==> config.mk <==
export PLATFORM = sky130hd
export DESIGN_NAME = line_fetch_sched
export DESIGN_NICKNAME = d
export VERILOG_FILES = /design/src/rtl/line_fetch_sched.sv
export SDC_FILE = /design/constraint.sdc
export NUM_CORES = 1
export LEC_CHECK = 0
export CAP_MARGIN = 20
export CELL_PAD_IN_SITES_DETAIL_PLACEMENT = 1
export CELL_PAD_IN_SITES_GLOBAL_PLACEMENT = 1
export CORE_MARGIN = 1
export CORE_UTILIZATION = 38
export CTS_BUF_LIST = sky130_fd_sc_hd__clkbuf_2 sky130_fd_sc_hd__clkbuf_4 sky130_fd_sc_hd__clkbuf_8
export CTS_CLUSTER_SIZE = 24
export DETAILED_ROUTE_END_ITERATION = 12
export GPL_TIMING_DRIVEN = 1
export PLACE_DENSITY = 0.95
export SLEW_MARGIN = 20
export SYNTH_ARGS = -nofsm -noshare
export SYNTH_HDL_FRONTEND = slang
export SYNTH_SLANG_ARGS = --single-unit
==> constraint.sdc <==
create_clock -name pixel_clk -period 3.1 [get_ports pixel_clk]
set_input_delay 0.62 -clock pixel_clk [delete_from_list [all_inputs] [get_ports pixel_clk]]
set_output_delay 0.62 -clock pixel_clk [all_outputs]
set_load 0.05 [all_outputs]
==> src/rtl/line_fetch_sched.sv <==
// Schedules one line fetch per active scanline into a ping-pong line buffer,
// aborting fetches that miss the end-of-line deadline and tracking underflows.
module line_fetch_sched #(
    parameter int unsigned H_ACTIVE = 640,
    parameter int unsigned H_TOTAL  = 800,
    parameter int unsigned V_ACTIVE = 480,
    parameter int unsigned V_TOTAL  = 525
) (
    input  logic       pixel_clk,
    input  logic       reset,
    input  logic [9:0] counterX,
    input  logic [9:0] counterY,
    input  logic       fetch_ack,
    input  logic       fetch_done,
    input  logic       underflow_clr,
    output logic       fetch_req,
    output logic [8:0] fetch_line,
    output logic       fetch_buf,
    output logic       rd_buf,
    output logic       fetch_abort,
    output logic       underflow,
    output logic [7:0] late_count,
    output logic       frame_start
);

    localparam int unsigned CW = 10;
    localparam int unsigned LW = 9;
    localparam int unsigned NW = 8;

    typedef enum logic [1:0] {
        IDLE = 2'd0,
        REQ  = 2'd1,
        BUSY = 2'd2
    } state_e;

    state_e         state_q, state_d;
    logic           fetch_req_q, fetch_req_d;
    logic [LW-1:0]  fetch_line_q, fetch_line_d;
    logic           rd_buf_q, rd_buf_d;
    logic           fetch_abort_q, fetch_abort_d;
    logic           underflow_q, underflow_d;
    logic [NW-1:0]  late_count_q, late_count_d;
    logic           frame_start_q, frame_start_d;

    logic           last_line_c;
    logic           ny_valid_c;
    logic [LW-1:0]  ny_c;
    logic           trigger_c;
    logic           deadline_c;
    logic           miss_c;

    // Next display line: wraps to 0 after the last frame line, none during vblank.
    always_comb begin
        last_line_c = (counterY == CW'(V_TOTAL - 1));
        ny_valid_c  = (counterY < CW'(V_ACTIVE - 1)) || last_line_c;
        ny_c        = last_line_c ? '0 : LW'(counterY + CW'(1));
        trigger_c   = (counterX == CW'(H_ACTIVE)) && ny_valid_c;
        deadline_c  = (counterX == CW'(H_TOTAL - 1));
    end

    // Fetch handshake FSM plus deadline bookkeeping.
    always_comb begin
        state_d       = state_q;
        fetch_req_d   = fetch_req_q;
        fetch_line_d  = fetch_line_q;
        rd_buf_d      = rd_buf_q;
        fetch_abort_d = 1'b0;
        underflow_d   = underflow_q;
        late_count_d  = late_count_q;
        frame_start_d = deadline_c && last_line_c;
        miss_c        = 1'b0;

        unique case (state_q)
            IDLE: begin
                if (trigger_c) begin
                    state_d      = REQ;
                    fetch_req_d  = 1'b1;
                    fetch_line_d = ny_c;
                end
            end
            REQ: begin
                // A same-cycle ack cannot rescue a request that hit the deadline.
                if (deadline_c) begin
                    miss_c = 1'b1;
                end else if (fetch_ack) begin
                    state_d     = BUSY;
                    fetch_req_d = 1'b0;
                end
            end
            BUSY: begin
                if (fetch_done) begin
                    state_d = IDLE;
                end else if (deadline_c) begin
                    miss_c = 1'b1;
                end
            end
            default: begin
                state_d     = IDLE;
                fetch_req_d = 1'b0;
            end
        endcase

        if (miss_c) begin
            state_d       = IDLE;
            fetch_req_d   = 1'b0;
            fetch_abort_d = 1'b1;
            if (late_count_q != '1) begin
                late_count_d = late_count_q + NW'(1);
            end
        end

        if (miss_c) begin
            underflow_d = 1'b1;
        end else if (underflow_clr) begin
            underflow_d = 1'b0;
        end

        if (deadline_c && ny_valid_c) begin
            rd_buf_d = ny_c[0];
        end
    end

    always_ff @(posedge pixel_clk or negedge reset) begin
        if (!reset) begin
            state_q       <= IDLE;
            fetch_req_q   <= 1'b0;
            fetch_line_q  <= '0;
            rd_buf_q      <= 1'b0;
            fetch_abort_q <= 1'b0;
            underflow_q   <= 1'b0;
            late_count_q  <= '0;
            frame_start_q <= 1'b0;
        end else begin
            state_q       <= state_d;
            fetch_req_q   <= fetch_req_d;
            fetch_line_q  <= fetch_line_d;
            rd_buf_q      <= rd_buf_d;
            fetch_abort_q <= fetch_abort_d;
            underflow_q   <= underflow_d;
            late_count_q  <= late_count_d;
            frame_start_q <= frame_start_d;
        end
    end

    assign fetch_req   = fetch_req_q;
    assign fetch_line  = fetch_line_q;
    assign fetch_buf   = fetch_line_q[0];
    assign rd_buf      = rd_buf_q;
    assign fetch_abort = fetch_abort_q;
    assign underflow   = underflow_q;
    assign late_count  = late_count_q;
    assign frame_start = frame_start_q;

endmodule

# --- Word level (Yosys, flattened, before mapping) ---
# Index checks and enable logic that the tools add are counted.
# W data, S select, Z words.
word_totals:
  in_bits: 25
  output_inout_bits: 23
  word_cells: 50
  reg_bits: 24
classes:
  magnitude_cmp: 1
  reduce_logical: 10
  mux: 18
  n_eq_ne: 11
  addsub: 2
op_table:
  columns: ["operator", "n"]
  rows:
  - ["$eq A10 B10 Y1 const B", 3]
  - ["$ne A3 B3 Y1 const B", 4]
  - ["$lt A10 B9 Y1 const B", 1]
  - ["$mux W2", 5]
  - ["$add A9 B1 Y9 const B", 1]
  - ["$mux W1", 9]
  - ["$mux W9", 1]
  - ["$add A8 B1 Y8 const B", 1]
  - ["$ne A8 B8 Y1 const B", 1]
  - ["$reduce_and A4 Y1", 2]
  - ["$pmux W2 S3", 1]
  - ["$reduce_and A2 Y1", 2]
  - ["$logic_and A1 B1 Y1", 3]
  - ["$pmux W1 S3", 1]
  - ["$eq A2 B1 Y1 const B", 1]
  - ["$eq A2 B2 Y1 const B", 1]
  - ["$logic_not A2 Y1", 1]
  - ["$ne A2 B2 Y1 const B", 1]
  - ["$pmux W1 S2", 1]
  - ["$reduce_bool A2 Y1", 1]
  - ["$logic_or A1 B1 Y1", 1]

# --- Longest topological paths before layout ---
logic_depth:
  word_depth: 6
  mapped_depth: 8
  mapped_depth_nobuf: 8

# --- Least setup slack after synthesis ---
# No wires, ideal clock.
synth_path:
  kind: "input to register"
  from: "in counterX[6]"
  to: "reg fetch_req_q, in the netlist fetch_req"
  setup_ns: 0.073
  t_required_ns: 3.027
  path_slack_ns: 0.718
  cell_stages: 7
  arrival_time_ns: 2.309
  n_path_buf: 1
  path_cell_list: "or3b_1 > or4_4 > buf_6 > or3_4 > clkinv_4 > o22ai_2 > a2bb2oi_2"
synth_via:
  elab_chain_cells: 6
  word_cells_on_any_way: 12
  cone_classes: "eq/ne: 6; mux: 4; reduce/logical: 2"
synth_lines:
  columns: ["element", "line_no", "rtl"]
  rows:
  - ["start: declaration", "11", "input logic [9:0] counterX,"]
  - ["$eq A10 B10 Y1", "58", "deadline_c = (counterX == CW'(H_TOTAL - 1));"]
  - ["$mux W1", "83, 93", null]
  - ["$mux W1", "91", "if (fetch_done) begin"]
  - ["$pmux W1 S2", "73", "unique case (state_q)"]
  - ["$ne A3 B3 Y1 (no source line) or $ne A2 B2 Y1 (tied branches)", null, null]
  - ["$reduce_and A4 Y1 (no source line)", null, null]
  - ["end signal: assignment", "135", "fetch_req_q <= fetch_req_d;"]
  - ["end: declaration", "37", "logic fetch_req_q, fetch_req_d;"]
# Several ways; a longest one is shown, not always the timed one.
# A chain may end at the register's enable or synchronous reset.

# --- Worst setup path after layout ---
layout_path:
  from: "in counterY[0]"
  to: "reg fetch_line_q[6], in the netlist fetch_line[6]"
layout_via:
  elab_chain_cells: 4
  word_cells_on_any_way: 7
  cone_classes: "add/sub: 1; order compare: 1; eq/ne: 1; mux: 1; reduce/logical: 3"
layout_lines:
  columns: ["element", "line_no", "rtl"]
  rows:
  - ["start: declaration", "12", "input logic [9:0] counterY,"]
  - ["$lt A10 B9 Y1 or $eq A10 B10 Y1 (tied branches)", "55, 54", null]
  - ["$logic_or A1 B1 Y1", "55", "ny_valid_c = (counterY < CW'(V_ACTIVE - 1)) || last_line_c;"]
  - ["$logic_and A1 B1 Y1", "57", "trigger_c = (counterX == CW'(H_ACTIVE)) && ny_valid_c;"]
  - ["$reduce_and A2 Y1 (no source line)", null, null]
  - ["end signal: assignment", "136", "fetch_line_q <= fetch_line_d;"]
  - ["end: declaration", "38", "logic [LW-1:0] fetch_line_q, fetch_line_d;"]
# Several ways; a longest one is shown, not always the timed one.

==> impl_metrics.env <==
export IMPL_fmax_mhz=377
export IMPL_drc=0
export IMPL_ios=48
export IMPL_p_leak_nw=0.869
export IMPL_crit_arrival_ns=2.81
export IMPL_yosys_top_cells_count="dfrtp_1, nand2_1, inv_1, nand3_1, xor2_1"
export IMPL_overflow=0
export IMPL_antenna_cells=0
export IMPL_grt_pass1_wl_um=6620
export IMPL_period_share_pct=85.6
export IMPL_grt_total_usage_pct=21.6
export IMPL_status="completed"
export IMPL_die_w_um=63.1
export IMPL_ys_ff_latch=24
export IMPL_worst_setup_path_end_kind="flop"
export IMPL_n_fill_cell=396
export IMPL_synth_most_common_cell="dfrtp_1"
export IMPL_finalMaxSlewViolations=0
export IMPL_grt_antenna_before_repair=0
export IMPL_grt_max_degree=25
export IMPL_clkSinkCount=24
export IMPL_clock_path_buffers=2
export IMPL_synth_nets=172
export IMPL_whs_ns=0.491
export IMPL_async_flop_share_pct=100
export IMPL_crit_chain="clkdlybuf4s50_1, inv_1, ha_1, nor4bb_1, nand4_1, a211o_1, mux2_2"
export IMPL_regArea_sq_um=601
export IMPL_ctsResizeCount=0
export IMPL_avgSynthCellArea_sq_um=10.1
export IMPL_synthDistinctLibCells=39
export IMPL_ys_seq_area_share_pct=42.3
export IMPL_post_cts_buffers=0
export IMPL_synth_area_leaders="dfrtp_1, mux2_2, ha_1"
export IMPL_synth_edf_count=0
export IMPL_p_per_area_nw_per_um2=377
export IMPL_synth_warnings=0
export IMPL_io_buffers=47
export IMPL_die_h_um=63.1
export IMPL_first_pass_iters=4
export IMPL_worst_setup_path_type="input pin to flop"
export IMPL_tritoncts="done"
export IMPL_route_detailed_wl_per_inst_um=16.3
export IMPL_setup_tns_ns=0
export IMPL_period_minus_slack_ns=2.65
export IMPL_multi_input_area_sq_um=746
export IMPL_drt_iter0_markers=31
export IMPL_dp_hpwl_um=3000
export IMPL_rows=21
export IMPL_ctsHoldBuffers=0
export IMPL_wl_um=3830
export IMPL_grt_pass1_vias=1377
export IMPL_layout_drive_gt1_share_pct=10.6
export IMPL_root_buffer="clkbuf_8"
export IMPL_worst_slew_pin_slew_ns=0.544
export IMPL_setup_viol=0
export IMPL_core_area_sq_um=3470
export IMPL_dieArea_sq_um=3980
export IMPL_vias_per_cell=5.30
export IMPL_relSlewSlack_pct=63.6
export IMPL_start_kind="input pin"
export IMPL_clkSlewWorstSetupHoldPaths_ns=0.09
export IMPL_yosysTopAreaCell="dfrtp_1"
export IMPL_postRouteAntennaNets=0
export IMPL_ir_drop_mv=0.216
export IMPL_synthCells=141
export IMPL_synth_top_flop_cell="dfrtp_1"
export IMPL_cp_data_required_time_ns=3.26
export IMPL_routabilityCongestion=0.840
export IMPL_syn_area_sq_um=1420
export IMPL_cts_buffers=3
export IMPL_cp_slowest_cell="clkdlybuf4s50_1"
export IMPL_yosysTopAreaCellShare_pct=42.3
export IMPL_clock_skew_ns=0.00338
export IMPL_drv_cap=0
export IMPL_rsz0062_at_grt="false"
export IMPL_via_count=1246
export IMPL_htree_levels=1
export IMPL_nets=221
export IMPL_area_growth_pct=41.2
export IMPL_report_final_hold_viol_count=0
export IMPL_clock_latency_ns=0.27
export IMPL_worstPathMaxFanout=13
export IMPL_hold_class="flop to flop"
export IMPL_start_util_pct=40.9
export IMPL_cpPeakStageDelay_ns=0.49
-- sequential cells by signal, indices dropped and copies added (netlist names) --
name / count
fetch_line: 9
late_count: 8
state_q: 2
fetch_abort: 1
fetch_req: 1
frame_start: 1
rd_buf: 1
underflow: 1
-- area by class of cell --
class                           instances  share of cell area [%]
Multi-Input combinational cell        102                    37.2
Timing Repair Buffer                   49                    24.2
Tap cell                               46                    2.87
Sequential cell                        24                    30.0
Clock buffer                            3                    2.06
Clock inverter                          1                    1.50
Inverter                               10                    2.12
-- per-stage QoR --
step | utilization [%] | power (mW) | area, sq um | cells | setup slack (ns)
after floorplan | - | 0.409 | 1420 | 141 | 0.718
after global placement | 55.7 | 0.476 | 1930 | 231 | 0.299
after detailed placement | 55.7 | 0.481 | 1930 | 231 | 0.174
after CTS | 57.8 | 0.759 | 2000 | 235 | 0.465
after global routing | 57.8 | 0.785 | 2000 | 235 | 0.339
final | 57.8 | 0.755 | 2000 | 235 | 0.448
-- per-layer routing --
layer	GRT usage, %	wire length (um)	part of all wire, %	vias to the layer above
li1	-	-	-	601
met5	0	0	0	-
met1	24.3	1550	41	601
met2	40.6	2080	54	36
met3	3.08	119	3.1	8
met4	7.85	78	2.0	0
-- critical path, delay by kind of cell --
| family | cells | cell delay (ns) |
|---|---|---|
| buffers and inverters | 2 | 0.61 |
| AND/OR/NAND/NOR | 2 | 0.60 |
| AO/OA/AOI/OAI | 1 | 0.48 |
| multiplexers | 1 | 0.34 |
| adder cells (fa/ha/maj) | 1 | 0.16 |
-- cell families after synthesis --
| family | share of synthesized area [%] |
|---|---|
| AOI/OAI and AO/OA | 9.70 |
| xor gates and xnor gates | 8.64 |
| adders and majority gates | 5.29 |
| buffers and inverters | 5.11 |
| DFF | 42.3 |
| muxes | 5.56 |
| and+or+nand+nor | 23.4 |
-- where the power goes --
group	internal (mW)	switching (mW)	total (mW)
clock	0.173	0.106	0.278
combinational	0.0671	0.0834	0.151
sequential	0.321	0.00510	0.326
total	0.561	0.194	0.755
-- final timing paths --
check / from / end / slack (ns) / cells after the start
setup / recovery: counterY[0] / fetch_line[6] / 0.45 / 7
min in group asynchronous: reset / fetch_req / 0.71 / 2
max in group asynchronous: reset / late_count[0] / 2.16 / 2
hold / removal: fetch_line[4] / fetch_line[4] / 0.49 / 2
setup reg to reg: state_q[1] / late_count[1] / 1.03 / 6
hold reg to reg: fetch_line[4] / fetch_line[4] / 0.49 / 2
-- cell usage in the layout, fill, tap and decap left out, types with 2 or more instances in the layout --
master,instances
and3_1,5
nand2_1,11
and4_1,4
nor3_1,3
o21ai_0,2
clkdlybuf4s50_1,47
and2_1,2
dfrtp_1,24
o31ai_1,3
clkbuf_8,3
nand4_1,5
o21bai_1,2
mux2_2,7
inv_1,9
nor2_1,7
ha_1,6
nand3_1,9
xnor2_1,6
a21oi_1,3
buf_4,2
xor2_1,8
a211oi_1,2
nor4_1,2
(Power assumes the default switching activity.)
